**config.mk**
```make
export PLATFORM = sky130hd
export DESIGN_NAME = conv_patch_gen
export DESIGN_NICKNAME = d
export VERILOG_FILES = /design/src/rtl/conv_pkg.sv /design/src/rtl/conv_line_buf.sv /design/src/rtl/conv_patch_gen.sv
export SDC_FILE = /design/constraint.sdc
export NUM_CORES = 1
export LEC_CHECK = 0
export CAP_MARGIN = 15
export CORE_ASPECT_RATIO = 0.5
export CORE_MARGIN = 4
export CORE_UTILIZATION = 60
export CTS_CLUSTER_DIAMETER = 40
export CTS_CLUSTER_SIZE = 25
export DETAILED_ROUTE_END_ITERATION = 8
export HOLD_SLACK_MARGIN = 0.08
export PLACE_DENSITY = 0.84
export SYNTH_ARGS = -nofsm -noshare
export SYNTH_HDL_FRONTEND = slang
export SYNTH_SLANG_ARGS = --single-unit
```
**constraint.sdc**
```tcl
create_clock -name CLK -period 14.5 [get_ports CLK]
set_input_delay 2.175 -clock CLK [delete_from_list [all_inputs] [get_ports CLK]]
set_output_delay 2.175 -clock CLK [all_outputs]
set_load 0.05 [all_outputs]
```
**src/rtl/conv_pkg.sv**
```systemverilog
// Shared constants and the patch packing helper for the conv_3_3 datapath.
// pack_patch places w[0] (top-left) in the MSBs and w[8] (bottom-right) in the LSBs.
package conv_pkg;

    localparam int PIX_W   = 16;
    localparam int K       = 3;
    localparam int PATCH_W = K * K * PIX_W;

    typedef logic [PIX_W-1:0] pix_t;

    function automatic logic [PATCH_W-1:0] pack_patch(input pix_t w [K*K]);
        logic [PATCH_W-1:0] p;
        p = '0;
        for (int k = 0; k < K * K; k++) begin
            p[(K*K-1-k)*PIX_W +: PIX_W] = w[k];
        end
        return p;
    endfunction

endpackage

```
**src/rtl/conv_line_buf.sv**
```systemverilog
// One image row of pixel storage: registered write, combinational read of the
// old contents at the same address (read-before-write within a cycle).
module conv_line_buf #(
    parameter int PIX_W = 16,
    parameter int IMG_W = 8,
    parameter int AW    = $clog2(IMG_W)
) (
    input  logic             CLK,
    input  logic             we,
    input  logic [AW-1:0]    addr,
    input  logic [PIX_W-1:0] wdata,
    output logic [PIX_W-1:0] rdata
);

    logic [PIX_W-1:0] mem [IMG_W];

    // NOTE: storage arrays carry no reset; stale contents are never used because
    // the row/column gating upstream masks them until they have been rewritten.
    always_ff @(posedge CLK) begin
        if (we) begin
            mem[addr] <= wdata;
        end
    end

    assign rdata = mem[addr];

endmodule

```
**src/rtl/conv_patch_gen.sv**
```systemverilog
// Raster pixel stream to 3x3 sliding-window patches (stride 1, no padding),
// with valid/ready flow control and a single output register.
module conv_patch_gen
    import conv_pkg::K;
#(
    parameter int PIX_W = conv_pkg::PIX_W,
    parameter int IMG_W = 8,
    parameter int IMG_H = 8
) (
    input  logic                   CLK,
    input  logic                   rst_n,
    input  logic [PIX_W-1:0]       in_pixel,
    input  logic                   in_sof,
    input  logic                   in_valid,
    output logic                   in_ready,
    output logic [K*K*PIX_W-1:0]   PATCH,
    output logic                   out_valid,
    input  logic                   out_ready,
    output logic                   out_last
);

    localparam int CW = $clog2(IMG_W);
    localparam int RW = $clog2(IMG_H);

    logic [CW-1:0]          col_q, col_d, cur_col;
    logic [RW-1:0]          row_q, row_d, cur_row;
    logic [PIX_W-1:0]       lb0_rd, lb1_rd;
    logic [PIX_W-1:0]       win_q [K][K];
    logic [PIX_W-1:0]       win_d [K][K];
    logic [K*K*PIX_W-1:0]   patch_q, patch_d;
    logic                   out_valid_q, out_last_q, last_d;
    logic                   accept, emit;

    assign in_ready = !out_valid_q || out_ready;
    assign accept   = in_valid && in_ready;

    // A start-of-frame pixel is placed at (0,0) whatever the counters say.
    assign cur_col = in_sof ? '0 : col_q;
    assign cur_row = in_sof ? '0 : row_q;
    assign emit    = accept && (cur_row >= RW'(K-1)) && (cur_col >= CW'(K-1));
    assign last_d  = (cur_row == RW'(IMG_H-1)) && (cur_col == CW'(IMG_W-1));

    conv_line_buf #(.PIX_W(PIX_W), .IMG_W(IMG_W)) u_lb0 (
        .CLK   (CLK),
        .we    (accept),
        .addr  (cur_col),
        .wdata (lb1_rd),
        .rdata (lb0_rd)
    );

    conv_line_buf #(.PIX_W(PIX_W), .IMG_W(IMG_W)) u_lb1 (
        .CLK   (CLK),
        .we    (accept),
        .addr  (cur_col),
        .wdata (in_pixel),
        .rdata (lb1_rd)
    );

    // NOTE: every signal written here gets a default first, so no path can
    // leave it unassigned and infer a latch.
    always_comb begin
        win_d   = win_q;
        col_d   = col_q;
        row_d   = row_q;
        patch_d = '0;
        if (accept) begin
            for (int i = 0; i < K; i++) begin
                for (int j = 0; j < K - 1; j++) begin
                    win_d[i][j] = win_q[i][j+1];
                end
            end
            win_d[0][K-1] = lb0_rd;
            win_d[1][K-1] = lb1_rd;
            win_d[2][K-1] = in_pixel;
            if (cur_col == CW'(IMG_W-1)) begin
                col_d = '0;
                row_d = (cur_row == RW'(IMG_H-1)) ? '0 : cur_row + RW'(1);
            end else begin
                col_d = cur_col + CW'(1);
                row_d = cur_row;
            end
        end
        for (int i = 0; i < K; i++) begin
            for (int j = 0; j < K; j++) begin
                patch_d[(K*K-1-(i*K+j))*PIX_W +: PIX_W] = win_d[i][j];
            end
        end
    end

    // NOTE: state registers use non-blocking assignments so every register
    // samples the pre-edge values regardless of statement order.
    always_ff @(posedge CLK) begin
        if (!rst_n) begin
            col_q       <= '0;
            row_q       <= '0;
            win_q       <= '{default: '0};
            patch_q     <= '0;
            out_valid_q <= 1'b0;
            out_last_q  <= 1'b0;
        end else begin
            col_q <= col_d;
            row_q <= row_d;
            win_q <= win_d;
            // A new window reloads the register even while the old one transfers.
            if (emit) begin
                patch_q     <= patch_d;
                out_valid_q <= 1'b1;
                out_last_q  <= last_d;
            end else if (out_ready) begin
                out_valid_q <= 1'b0;
                out_last_q  <= 1'b0;
            end
        end
    end

    assign PATCH     = patch_q;
    assign out_valid = out_valid_q;
    assign out_last  = out_last_q;

endmodule

```
# --- Word level (Yosys, flattened, before mapping) ---
# Memory sizes are Yosys's and may differ from the RTL's.
# Index checks and enable logic that the tools add are counted.
word_totals:
  in_bits: 21
  n_memories: 2
  ramBits: 256
  word_cells: 40
  ff_bits: 296
  output_inout_bits: 147
classes:
  n_reduce_logical: 7
  eq_ne: 2
  magnitude_cmp: 2
  n_addsub: 2
  muxes: 11
mem_list:
  columns: ["memory", "words", "word_bits", "read_ports", "rd_clocked_by_memory_dff", "wr", "line", "source"]
  rows:
  - ["u_lb0.mem", 8, 16, 1, 0, 1, "conv_line_buf.sv:15", "logic [PIX_W-1:0] mem [IMG_W];"]
  - ["u_lb1.mem", 8, 16, 1, 0, 1, "conv_line_buf.sv:15", null]
op_table:
  columns: ["op", "n"]
  rows:
  - ["144-bit 2-to-1 mux", 1]
  - ["3-bit 2-to-1 mux", 5]
  - ["3-bit by 1-bit adder with 3-bit output (second input constant)", 2]
  - ["3-bit == test (second input constant)", 2]
  - ["3-bit by 2-bit greater-or-equal comparator with 1-bit output (second input constant)", 2]
  - ["1-bit 2-to-1 mux", 5]
  - ["1-bit logical AND", 4]
  - ["2-bit nonzero test", 1]
  - ["1-bit zero test", 1]
  - ["1-bit logical OR", 1]

# --- Logic depth before layout (Yosys ltp) ---
# Gate-level depths: netlist of run 1.
logic_depth:
  ltp_word: 6
  ltp_mapped: 12
  mapped_depth_nobuf: 7

# --- By module ---
# From an unflattened synthesis of run 1, not the netlist that was laid out.
unflattened:
  cells_unflattened: 1549
  area_unflattened_um2: 19673.9
by_module_without_submodules:
  columns: ["module", "seq_area_each_um2", "area_per_inst_um2", "cells_each", "n_inst"]
  rows:
  - ["conv_line_buf", 3843.7, 4972.3, 222, 2]
  - ["conv_patch_gen", 4964.8, 9729.3, 1105, 1]

# --- Worst setup path after synthesis of run 1 ---
# Ideal clock, no wire load.
synth_timing:
  path_kind: "input port to flip-flop"
  startpoint: "input port out_ready"
  endpoint: "memory u_lb0.mem[2][0] (enable)"
  setup_slack_ns: 8.106
  cell_stages: 6
  required_ns: 13.998
  arrival_ns: 5.892
  setup_time_ns: 0.502
  path_buffers: 2
  path_cell_list: "nor2b_2 inv_2 nand2_1 buf_2 buf_4 nor4_1"
synth_between:
  elab_chain_cells: 4
synth_lines:
  columns: ["element", "line", "source"]
  rows:
  - ["start, declared", "conv_patch_gen.sv:18", "input logic out_ready,"]
  - ["1-bit logical OR", "conv_patch_gen.sv:34", "assign in_ready = !out_valid_q || out_ready;"]
  - ["1-bit logical AND", "conv_patch_gen.sv:35", "assign accept = in_valid && in_ready;"]
  - ["1-bit 2-to-1 mux", "conv_line_buf.sv:20", "if (we) begin"]
  - ["1-bit 2-to-1 mux (implied by the code)", "conv_line_buf.sv:21", "mem[addr] <= wdata;"]
  - ["end, declared", "conv_line_buf.sv:15", null]
# No other way between the ends.

# --- Final worst setup path of run 1 ---
layout_timing:
  startpoint: "input port out_ready"
  endpoint: "output port in_ready"
layout_between:
  elab_chain_cells: 1
layout_lines:
  columns: ["element", "line", "source"]
  rows:
  - ["1-bit logical OR", "conv_patch_gen.sv:34", null]
  - ["end, declared", "conv_patch_gen.sv:15", "output logic in_ready,"]
# No other way between the ends.

==> results of run 1 <==
power groups by stage:
stage / Clock, mW / Sequential, mW / Combinational (mW)
global route: 1.16 / 1.69 / 0.205
CTS: 1.10 / 1.69 / 0.189
global placement: 0 / 1.72 / 0.182
floorplan: 0 / 1.71 / 0.128
detailed placement: 0 / 1.72 / 0.188
finish: 1.09 / 1.69 / 0.193
worst max-delay path by stage:
stage / start / to / slack (ns)
after CTS: out_ready / in_ready / 8.12
after global placement: in_sof / PATCH[92]$_SDFFE_PN0P_ / 7.86
after detailed placement: in_sof / PATCH[94]$_SDFFE_PN0P_ / 7.81
after floorplan: out_ready / u_lb0.mem[2][0]$_DFFE_PP_ / 8.11
after global routing: out_ready / in_ready / 8.06
final: out_ready / in_ready / 8.07
flip-flops by register name, summed over array words and instances (netlist names):
signal,count
PATCH,144
u_lb1.mem,128
out_valid,1
col_q,3
row_q,3
win_q,144
out_last,1
u_lb0.mem,128
synthesized netlist by cell type (3+ instances only):
cell	n	area (µm²)
nand2_1	261	979.7
o21ai_0	34	170.2
o22ai_1	32	200.2
a311oi_1	72	630.6
a211oi_2	41	513.0
buf_6	4	45.04
nor2b_1	3	18.77
a211oi_1	25	187.7
edfxtp_1	256	7687
buf_4	18	135.1
a21oi_1	275	1376
o2111ai_2	12	180.2
inv_1	21	78.83
nor3_1	3	15.01
ha_1	6	75.07
inv_2	4	15.01
buf_1	5	18.77
dfxtp_1	296	5926
and3_1	3	18.77
o21ai_1	14	70.07
o2111ai_1	4	35.03
clkbuf_1	75	281.5
mux2i_1	96	960.9
buf_2	49	245.2
a22o_1	32	280.3
nor2_1	25	93.84
a311oi_2	40	600.6
cells by family (layout without fill, tap and decap cells):
logic type | after synthesis | count (layout) | share of synthesized area (%)
simple gates | 308 | 308 | 5.838
buf+inv | 176 | 288 | 3.902
flops | 552 | 552 | 64.81
fa+ha+maj | 6 | 6 | 0.3574
mux | 96 | 96 | 4.575
compound gates | 589 | 589 | 20.52
per-layer routing:
layer	routed length [µm]	vias up
met5	13	-
met4	1639	2
met3	4889	119
met2	24270	726
met1	21930	7185
li1	-	6634
worst reg2reg max path, stage by stage (launching register included):
cell and delay (ns):
dfxtp_4 0.58, nand2b_2 0.24, ha_1 0.20, nor3_2 0.06
o21ai_4 0.13, buf_4 0.61, and2_4 1.08, buf_4 0.84
a311oi_1 0.28
layout make-up:
type | instances | area, µm² | share of cell area (%)
repair buffers | 199 | 1912 | 7.944
inverters | 25 | 101.3 | 0.4211
clock inverters | 23 | 260.3 | 1.081
well taps | 475 | 594.3 | 2.470
multi-input cells | 999 | 6630 | 27.55
flip-flops and latches | 552 | 13620 | 56.58
clock buffers | 41 | 950.9 | 3.951
per-stage QoR:
stage / cell area (µm²) / utilization, % / setup slack (ns)
final: 24070 / 69.81 / 8.065
after global routing: 24070 / 69.81 / 8.057
after CTS: 24070 / 69.81 / 8.116
after detailed placement: 22850 / 66.30 / 7.812
after global placement: 22850 / 66.30 / 7.857
after floorplan: 21000 / - / 8.106
==> Flow_metrics.wiki, run 1 <==
{| class="wikitable"
! Metric !! Value
|-
| Routability-driven placement congestion ratio || around 0.8
|-
| Net Sw Frac || between 20% and 30%
|-
| Max frequency || 0.1554 GHz
|-
| Clock network latency to the later pin of the worst-skew pair || 0.54 ns
|-
| Final routed wirelength across all metal layers || roughly 53 mm
|-
| Met1 Usage GRT || approximately 38%
|-
| Chip width || approximately 270 µm
|-
| Max-Slew Margin vs Limit || approximately 16%
|-
| Endpoint type of the worst setup path || output port
|-
| Post-synth EDFFs || roughly 260
|-
| Fraction of final layout cells with drive strength greater than 1 || between 10 and 15%
|-
| Crit start category || input pin
|-
| Fraction of power consumed by the clock network || 36.6%
|-
| Start point of the worst hold path || win_q[40]$_SDFF_PN0_
|-
| Post-synthesis instance area || 0.02100 mm²
|-
| Remaining antenna violation count after routing || 0
|-
| Remaining routing DRC violations || 0
|-
| Max Cap Viol || 0
|-
| R2r endpoint || PATCH[35]$_SDFFE_PN0P_
|-
| Num ports || 168
|-
| Internal power || 2.265 mW
|-
| Most common cell after layout, fill and taps aside || dfxtp_1
|-
| Critical-path cell with the highest stage delay || clkdlybuf4s50_1
|-
| Die boundary height || between 100 and 150 µm
|-
| Number of buffers on the longest clock path || 3
|-
| Maximum level of the CTS H-tree || 2
|-
| Final critical-path share of the clock period || 44.38%
|-
| GRT Overall Usage || 26.63%
|-
| Largest fanout on the critical path || 19
|-
| Post-detailed-route wirelength per cell || 22.79 µm
|-
| Global-route track usage on met3 || 5.341%
|-
| Fillcell total || 2340
|-
| FP Rows || 48
|-
| Final nets || approximately 1800
|-
| Sequential element share of the synthesized area || between 60 and 70%
|-
| Largest net degree at the start of global routing || 179
|-
| Total grt overflow || 0
|-
| Data required time of the worst path || approximately 12 ns
|-
| Detailed placement HPWL || 30.83 mm
|-
| TritonCTS sink count || 552
|-
| Port-buffer cells || between 150 and 200
|-
| Number of vias per cell after detailed routing || 6.338
|-
| Final Hold Violating Endpoints || 0
|-
| Critical path's most frequent cell || clkdlybuf4s50_1
|-
| Number of library cell types mapped by synthesis || 43
|-
| Global Route met2 Usage || 41.68%
|-
| Flop and latch count out of synthesis || 552
|-
| Cell at the root of the clock tree || clkbuf_16
|-
| Arrival time at the worst endpoint || between 4 and 5 ns
|-
| Layout Skew || around 0.017 ns
|-
| Post-synthesis cell count || 1727
|-
| Sw power || approximately 700 µW
|-
| Core box area || 0.03447 mm²
|-
| Number of buffers added for setup after CTS || 0
|-
| Global routing's busiest layer || met2
|-
| Clock-pin slew of the registers on the worst-case setup and hold paths || 0.08 ns
|-
| Number of buffers inserted during clock tree synthesis || 36
|-
| Total of warnings raised by yosys || 0
|-
| P&R area growth vs syn || 14.58%
|-
| Worst setup slack for register-to-register paths || 10.31 ns
|-
| Post-CTS resize count || 0
|-
| Dpl cells || 2250
|-
| Number of cells on the critical path || 4
|-
| Pwr Total || 2.965 mW
|-
| Flop pwr share || 56.9%
|-
| Clock tree from TritonCTS || built
|-
| Die ar. || 0.03825 mm²
|-
| Run status || completed
|-
| Series of cell instances along the critical path || clkdlybuf4s50_1, nor2b_2, inv_2, clkdlybuf4s50_1
|-
| Delay contributed by the slowest stage of the critical path || 0.92 ns
|-
| Violation count after the first detailed-route iteration || 1848
|-
| RSZ-0062 raised after global routing || false
|-
| Hold Crit Class || register to register
|-
| Synthesized area per cell || 12.16 µm²
|-
| Number of cell instances on the worst register-to-register path || 8
|-
| Setup Viol. Count Final || 0
|-
| Most instantiated flip-flop cell in the synthesis netlist || dfxtp_1
|-
| Synthesized Nets || between 1500 and 2000
|-
| RR Startpoint || col_q[0]$_SDFFE_PN0P_
|-
| Initial Utilization || 60.93%
|-
| Via count || 14670
|-
| Minimum clock period after layout || 6.435 ns
|-
| # hold bufs at CTS || 0
|-
| Least-Margin Pin Slew || 1.253 ns
|-
| Vias in the first global route || 13750
|-
| Setup total negative slack || 0 ns
|-
| Worst path top cell family by delay || buffers and inverters
|-
| Total inserted antenna cells || 0
|-
| Worst supply voltage drop on vdd || 0.07173 mV
|-
| Hold WS || 0.4674 ns
|-
| Portion of total power attributed to combinational logic || 6.5%
|-
| P per Cell Area || 123.2 mW/mm²
|-
| Most used cells in the layout excluding fill and tap cells || dfxtp_1 (295), a21oi_1 (275), nand2_1 (260), edfxtp_1 (256), clkdlybuf4s50_1 (167)
|-
| Worst Setup Path Type || input pin to output port
|-
| Final instance count without filler cells || 2314
|-
| Count of cells along the worst hold path || 2
|-
| Static Leak || 7.684 nW
|-
| Max-slew violation total from the final report || 0
|-
| Hold Path End || win_q[40]$_SDFF_PN0_
|-
| Post-synth ARST share || 0%
|-
| Number of buffers and inverters on the critical path || 3
|-
| Initial antenna violation count || 1
|-
| Global-route wire length before repair || 80.16 mm
|-
| Pre-Repair DR Iteration Count || 5
|}
Note: power is estimated with default switching activity, not from simulation.
==> run 2, diff against run 1 <==
CORE_UTILIZATION = 58   (was 60)
PLACE_DENSITY = 0.82   (was 0.84)
clock period = 6.3 ns   (was 14.5 ns; I/O delays follow)
==> Flow_metrics.wiki, run 2 (synthesized netlist as in run 1, its figures left out) <==
{| class="wikitable"
! Metric !! Value
|-
| Global-route track usage on met3 || 5.901% (was 5.341%)
|-
| TritonCTS sink count || 552 (unchanged)
|-
| Sw power || 1.643 mW (was 700.0 µW)
|-
| Max-Slew Margin vs Limit || 13.32% (was 15.95%)
|-
| P&R area growth vs syn || 14.89% (was 14.58%)
|-
| Clock tree from TritonCTS || built (unchanged)
|-
| Portion of total power attributed to combinational logic || 6.4% (was 6.5%)
|-
| GRT Overall Usage || 25.31% (was 26.63%)
|-
| Chip width || 277.1 µm (was 272.6 µm)
|-
| Internal power || 5.244 mW (was 2.265 mW)
|-
| Worst supply voltage drop on vdd || 0.1538 mV (was 0.07173 mV)
|-
| Remaining routing DRC violations || 0 (unchanged)
|-
| Flop pwr share || 56.3% (was 56.9%)
|-
| Detailed placement HPWL || 30.59 mm (was 30.83 mm)
|-
| First element of the critical path || in_sof (was out_ready)
|-
| Max-slew violation total from the final report || 0 (unchanged)
|-
| Fraction of power consumed by the clock network || 37.3% (was 36.6%)
|-
| Max Cap Viol || 0 (unchanged)
|-
| Static Leak || 7.701 nW (was 7.684 nW)
|-
| Pwr Total || 6.887 mW (was 2.965 mW)
|-
| Number of buffers inserted during clock tree synthesis || 36 (unchanged)
|-
| Run status || completed (unchanged)
|-
| Data required time of the worst path || 6.49 ns (was 12.32 ns)
|-
| Clock-pin slew of the registers on the worst-case setup and hold paths || 0.08 ns (about the same)
|-
| Cell at the root of the clock tree || clkbuf_16 (unchanged)
|-
| Met1 Usage GRT || 34.74% (was 37.96%)
|-
| Clock network latency to the later pin of the worst-skew pair || 0.55 ns (was 0.54 ns)
|-
| Layout Skew || 0.02038 ns (was 0.01680 ns)
|-
| Core box area || 0.03507 mm² (was 0.03447 mm²)
|-
| RSZ-0062 raised after global routing || false (unchanged)
|-
| Port-buffer cells || 167 (unchanged)
|-
| Number of cell instances on the worst register-to-register path || 5 (was 8)
|-
| Final routed wirelength across all metal layers || 51.70 mm (was 52.74 mm)
|-
| Remaining antenna violation count after routing || 0 (unchanged)
|-
| Setup total negative slack || 0 ns (unchanged)
|-
| Post-CTS resize count || 0 (unchanged)
|-
| Least-Margin Pin Slew || 1.292 ns (was 1.253 ns)
|-
| RR Startpoint || col_q[0]$_SDFFE_PN0P_ (unchanged)
|-
| Final Hold Violating Endpoints || 0 (unchanged)
|-
| Post-detailed-route wirelength per cell || 22.37 µm (was 22.79 µm)
|-
| Violation count after the first detailed-route iteration || 1820 (was 1848)
|-
| P per Cell Area || 285.4 mW/mm² (was 123.2 mW/mm²)
|-
| Maximum level of the CTS H-tree || 2 (unchanged)
|-
| Die ar. || 0.03951 mm² (was 0.03825 mm²)
|-
| Initial Utilization || 59.89% (was 60.93%)
|-
| Largest fanout on the critical path || 20 (was 19)
|-
| Number of vias per cell after detailed routing || 6.246 (was 6.338)
|-
| Fraction of final layout cells with drive strength greater than 1 || 11.23% (was 11.20%)
|-
| Number of buffers on the longest clock path || 3 (unchanged)
|-
| Vias in the first global route || 13720 (was 13750)
|-
| Pre-Repair DR Iteration Count || 6 (was 5)
|-
| Most used cells in the layout excluding fill and tap cells || dfxtp_1 (295), a21oi_1 (275), nand2_1 (260), edfxtp_1 (256), clkdlybuf4s50_1 (167) (unchanged)
|-
| Most common cell after layout, fill and taps aside || dfxtp_1 (unchanged)
|-
| Global-route wire length before repair || 78.84 mm (was 80.16 mm)
|-
| FP Rows || 48 (unchanged)
|-
| Global routing's busiest layer || met2 (unchanged)
|-
| Hold WS || 0.4688 ns (was 0.4674 ns)
|-
| Total grt overflow || 0 (unchanged)
|-
| Final critical-path share of the clock period || 69.73%
|-
| Routability-driven placement congestion ratio || 0.8120 (unchanged)
|-
| Largest net degree at the start of global routing || 184 (was 179)
|-
| Num ports || 168 (unchanged)
|-
| Minimum clock period after layout || 4.393 ns
|-
| Initial antenna violation count || 1 (unchanged)
|-
| Global Route met2 Usage || 40.90% (was 41.68%)
|-
| Setup Viol. Count Final || 0 (unchanged)
|-
| Endpoint type of the worst setup path || register (was output port)
|-
| Crit start category || input pin (unchanged)
|-
| Final WS setup || 1.907 ns (was 8.065 ns)
|-
| Net Sw Frac || 23.86% (was 23.61%)
|-
| Worst Setup Path Type || input pin to register (was input pin to output port)
|-
| Die boundary height || 142.6 µm (was 140.3 µm)
|-
| # hold bufs at CTS || 0 (unchanged)
|-
| Via count || 14430 (was 14670)
|-
| Max frequency || ~0.23 GHz
|-
| Final nets || 1837 (was 1840)
|-
| Capturing instance or port of the critical path || u_lb0.mem[1][0]$_DFFE_PP_ (was in_ready)
|-
| Minimum setup slack after placement || 1.533 ns (was 7.812 ns)
|-
| Arrival time at the worst endpoint || 4.58 ns (was 4.26 ns)
|-
| Number of buffers added for setup after CTS || 0 (unchanged)
|-
| R2r endpoint || u_lb0.mem[1][0]$_DFFE_PP_ (was PATCH[35]$_SDFFE_PN0P_)
|-
| Hold Crit Class || register to register (unchanged)
|-
| Worst setup slack for register-to-register paths || 2.73 ns (was 10.31 ns)
|}
==> run 2: how the worst min path moves through the flow <==
stage	start	end	slack, ns	cells after the start
2_1_floorplan	win_q[140]$_SDFF_PN0_	win_q[140]$_SDFF_PN0_	0.44	2
3_3_place_gp	win_q[36]$_SDFF_PN0_	win_q[36]$_SDFF_PN0_	0.45	2
3_5_place_dp	win_q[47]$_SDFF_PN0_	win_q[47]$_SDFF_PN0_	0.46	2
4_1_cts	win_q[81]$_SDFF_PN0_	win_q[81]$_SDFF_PN0_	0.47	2
5_1_grt	win_q[43]$_SDFF_PN0_	win_q[43]$_SDFF_PN0_	0.48	2
6_report	win_q[82]$_SDFF_PN0_	win_q[82]$_SDFF_PN0_	0.47	2
==> run 2: power groups by stage <==
stage / registers [mW] / clock network, mW / logic (mW)
5_1_grt: 3.89 / 2.74 / 0.473
4_1_cts: 3.88 / 2.59 / 0.434
3_3_place_gp: 3.96 / 0 / 0.421
2_1_floorplan: 3.94 / 0 / 0.295
3_5_place_dp: 3.96 / 0 / 0.431
6_report: 3.88 / 2.57 / 0.443
==> run 2: layer usage <==
metal | wire length [µm] | vias to the layer above
met3 | 4956 | 86
met2 | 24170 | 673
met1 | 21350 | 7046
li1 | - | 6629
met4 | 1230 | 0
met5 | 0 | -
==> run 2: worst max-delay path: stages <==
cell             delay, ns
clkdlybuf4s50_1       0.97
nand3b_1              0.69
buf_4                 0.42
o22ai_1               0.16
a211oi_1              1.02
inv_1                 0.35
==> run 2: layout make-up <==
| cell class | instances | area, µm² |
|---|---|---|
| sequential | 552 | 13620 |
| inverter | 25 | 101.3 |
| fill | 2406 | 10940 |
| antenna | 1 | 2.502 |
| timing repair buffer | 196 | 1914 |
| clock inverter | 23 | 309.0 |
| multi-input combinational | 999 | 6635 |
| clock buffer | 40 | 957.2 |
| tap | 475 | 594.3 |
==> run 2: per-stage QoR <==
step	std cells	cell area [µm²]	utilization (%)
after global routing	2311	24130	68.80
after floorplan	1727	21000	-
after CTS	2310	24130	68.79
after detailed placement	2247	22860	65.18
after global placement	2247	22860	65.18
final	2311	24130	68.80
==> run 3, diff against run 2 <==
clock period = 4.25 ns   (was 6.3 ns; I/O delays follow)
==> Flow_metrics.wiki, run 3 (synthesized netlist as in run 1, its figures left out) <==
{| class="wikitable"
! Metric !! Value
|-
| P per Cell Area || 417.0 mW/mm² (was 285.4 mW/mm²)
|-
| Global-route wire length before repair || 81.28 mm (was 78.84 mm)
|-
| Initial Utilization || 59.89% (unchanged)
|-
| Clock-pin slew of the registers on the worst-case setup and hold paths || 0.07 ns (was 0.08 ns)
|-
| GRT Overall Usage || 26.23% (was 25.31%)
|-
| TritonCTS sink count || 552 (unchanged)
|-
| Number of buffers inserted during clock tree synthesis || 37 (was 36)
|-
| Routability-driven placement congestion ratio || 0.8560 (was 0.8120)
|-
| Post-detailed-route wirelength per cell || 22.84 µm (was 22.37 µm)
|-
| RR Startpoint || col_q[0]$_SDFFE_PN0P_ (unchanged)
|-
| Initial antenna violation count || 0 (was 1)
|-
| Die ar. || 0.03951 mm² (unchanged)
|-
| Chip width || 277.1 µm (unchanged)
|-
| Hold Crit Class || register to register (unchanged)
|-
| Static Leak || 7.840 nW (was 7.701 nW)
|-
| Final instance count without filler cells || 2341 (was 2311)
|-
| Number of cell instances on the worst register-to-register path || 5 (unchanged)
|-
| Most common cell after layout, fill and taps aside || dfxtp_1 (unchanged)
|-
| Num ports || 168 (unchanged)
|-
| Remaining antenna violation count after routing || 0 (unchanged)
|-
| Worst supply voltage drop on vdd || 0.2496 mV (was 0.1538 mV)
|-
| Max-slew violation total from the final report || 0 (unchanged)
|-
| Detailed placement HPWL || 31.77 mm (was 30.59 mm)
|-
| Remaining routing DRC violations || 0 (unchanged)
|-
| Clock tree from TritonCTS || built (unchanged)
|-
| FP Rows || 48 (unchanged)
|-
| Run status || completed (unchanged)
|-
| Post-CTS resize count || 0 (unchanged)
|-
| Largest net degree at the start of global routing || 166 (was 184)
|-
| Met1 Usage GRT || 37.04% (was 34.74%)
|-
| Count of cells along the worst hold path || 2 (unchanged)
|-
| Cell at the root of the clock tree || clkbuf_16 (unchanged)
|-
| P&R area growth vs syn || 15.92% (was 14.89%)
|-
| Violation count after the first detailed-route iteration || 1913 (was 1820)
|-
| Setup Viol. Count Final || 0 (unchanged)
|-
| Minimum clock period after layout || slightly above 3 ns
|-
| Worst Setup Path Type || input pin to output port (was input pin to register)
|-
| Total grt overflow || 0 (unchanged)
|-
| Start point of the worst hold path || win_q[81]$_SDFF_PN0_ (was win_q[82]$_SDFF_PN0_)
|-
| Max-Slew Margin vs Limit || 34.57% (was 13.32%)
|-
| Via count || 14780 (was 14430)
|-
| Hold Path End || win_q[81]$_SDFF_PN0_ (was win_q[82]$_SDFF_PN0_)
|-
| Final Hold Violating Endpoints || 0 (unchanged)
|-
| Layout Skew || 0.01623 ns (was 0.02038 ns)
|-
| Global Route met2 Usage || 40.16% (was 40.90%)
|-
| R2r endpoint || PATCH[101]$_SDFFE_PN0P_ (was u_lb0.mem[1][0]$_DFFE_PP_)
|-
| Core box area || 0.03507 mm² (unchanged)
|-
| RSZ-0062 raised after global routing || false (unchanged)
|-
| Final nets || 1868 (was 1837)
|-
| Maximum level of the CTS H-tree || 2 (unchanged)
|-
| Clock network latency to the later pin of the worst-skew pair || 0.55 ns (about the same)
|-
| # hold bufs at CTS || 0 (unchanged)
|-
| Total inserted antenna cells || 0 (was 1)
|-
| Global-route track usage on met3 || 6.278% (was 5.901%)
|-
| Port-buffer cells || 167 (unchanged)
|-
| Minimum setup slack after placement || 0.8026 ns (was 1.533 ns)
|-
| Largest fanout on the critical path || 5 (was 20)
|-
| Least-Margin Pin Slew || 0.9815 ns (was 1.292 ns)
|-
| Fraction of final layout cells with drive strength greater than 1 || 12.43% (was 11.23%)
|-
| Most used cells in the layout excluding fill and tap cells || dfxtp_1 (295), a21oi_1 (275), nand2_1 (260), edfxtp_1 (256), clkdlybuf4s50_1 (167) (unchanged)
|-
| Final WS setup || 1.158 ns (was 1.907 ns)
|-
| Crit start category || input pin (unchanged)
|-
| Arrival time at the worst endpoint || 2.45 ns (was 4.58 ns)
|-
| Final Cell Area || 0.02435 mm² (was 0.02413 mm²)
|-
| Setup total negative slack || 0 ns (unchanged)
|-
| DP Area || 0.02314 mm² (was 0.02286 mm²)
|-
| Number of buffers on the longest clock path || 3 (unchanged)
|-
| Final routed wirelength across all metal layers || 53.47 mm (was 51.70 mm)
|-
| Global routing's busiest layer || met2 (unchanged)
|-
| Number of vias per cell after detailed routing || 6.313 (was 6.246)
|-
| Vias in the first global route || 13800 (was 13720)
|-
| Max frequency || 0.3234 GHz
|-
| Data required time of the worst path || 3.61 ns (was 6.49 ns)
|-
| Worst setup slack for register-to-register paths || 1.40 ns (was 2.73 ns)
|-
| Die boundary height || 142.6 µm (unchanged)
|-
| Number of buffers added for setup after CTS || 0 (unchanged)
|-
| Final critical-path share of the clock period || 72.75%
|-
| Pre-Repair DR Iteration Count || 6 (unchanged)
|-
| Max Cap Viol || 0 (unchanged)
|-
| Endpoint type of the worst setup path || output port (was register)
|-
| Dpl cells || 2277 (was 2247)
|}
==> run 3: changes by cell type in the layout (fill, tap and decap cells not counted), sizes merged <==
cell and change:
inv +3, clkinvlp -2, bufinv -2, buf +30, diode -1, clkinv +3
clkbuf -1
==> run 3: how the worst max path moves through the flow <==
| stage | depth (start not counted) | slack, ns | start | endpoint |
|---|---|---|---|---|
| 2_1_floorplan | 6 | -0.64 | out_valid$_SDFFE_PN0P_ | u_lb0.mem[2][0]$_DFFE_PP_ |
| 3_3_place_gp | 9 | 0.91 | in_sof | PATCH[135]$_SDFFE_PN0P_ |
| 3_5_place_dp | 9 | 0.80 | in_sof | PATCH[130]$_SDFFE_PN0P_ |
| 4_1_cts | 4 | 1.17 | out_ready | in_ready |
| 5_1_grt | 4 | 1.13 | out_ready | in_ready |
| 6_report | 4 | 1.16 | out_ready | in_ready |
==> run 3: area by class of cell <==
class / instances / area [µm²]
clock buffers: 39 / 933.4
multi-input cells: 999 / 6630
inverters: 25 / 101.3
flip-flops and latches: 552 / 13620
repair buffers: 226 / 2202
fillers: 2419 / 10730
clock inverters: 25 / 269.0
well taps: 475 / 594.3
==> run 3: critical path, stage by stage <==
cell and delay [ns]:
clkdlybuf4s50_1 0.49, nor2b_2 0.38, inv_2 0.18, clkdlybuf4s50_1 0.76
==> run 3: through the flow <==
step	hold WS [ns]	utilization (%)	power (mW)
after floorplan	0.4442	-	6.280
after global placement	0.4501	65.99	6.528
after detailed placement	0.4573	65.99	6.547
after CTS	0.4704	69.42	10.18
after global routing	0.4892	69.42	10.47
final	0.4677	69.42	10.15
==> run 3: where the power goes <==
group	switching (mW)	total, mW	internal [mW]	leakage (nW)
sequential	0.0711	5.76	5.69	4.73
clock	1.94	3.70	1.76	0.592
combinational	0.484	0.695	0.211	2.52
total	2.49	10.2	7.66	7.84
==> run 3: routing by layer <==
metal | share of wire (%) | vias to the layer above | wire length [µm]
met3 | 9.8 | 157 | 5221
li1 | - | 6704 | -
met4 | 3.5 | 0 | 1866
met5 | 0 | - | 0
met1 | 42 | 7186 | 22200
met2 | 45 | 732 | 24180
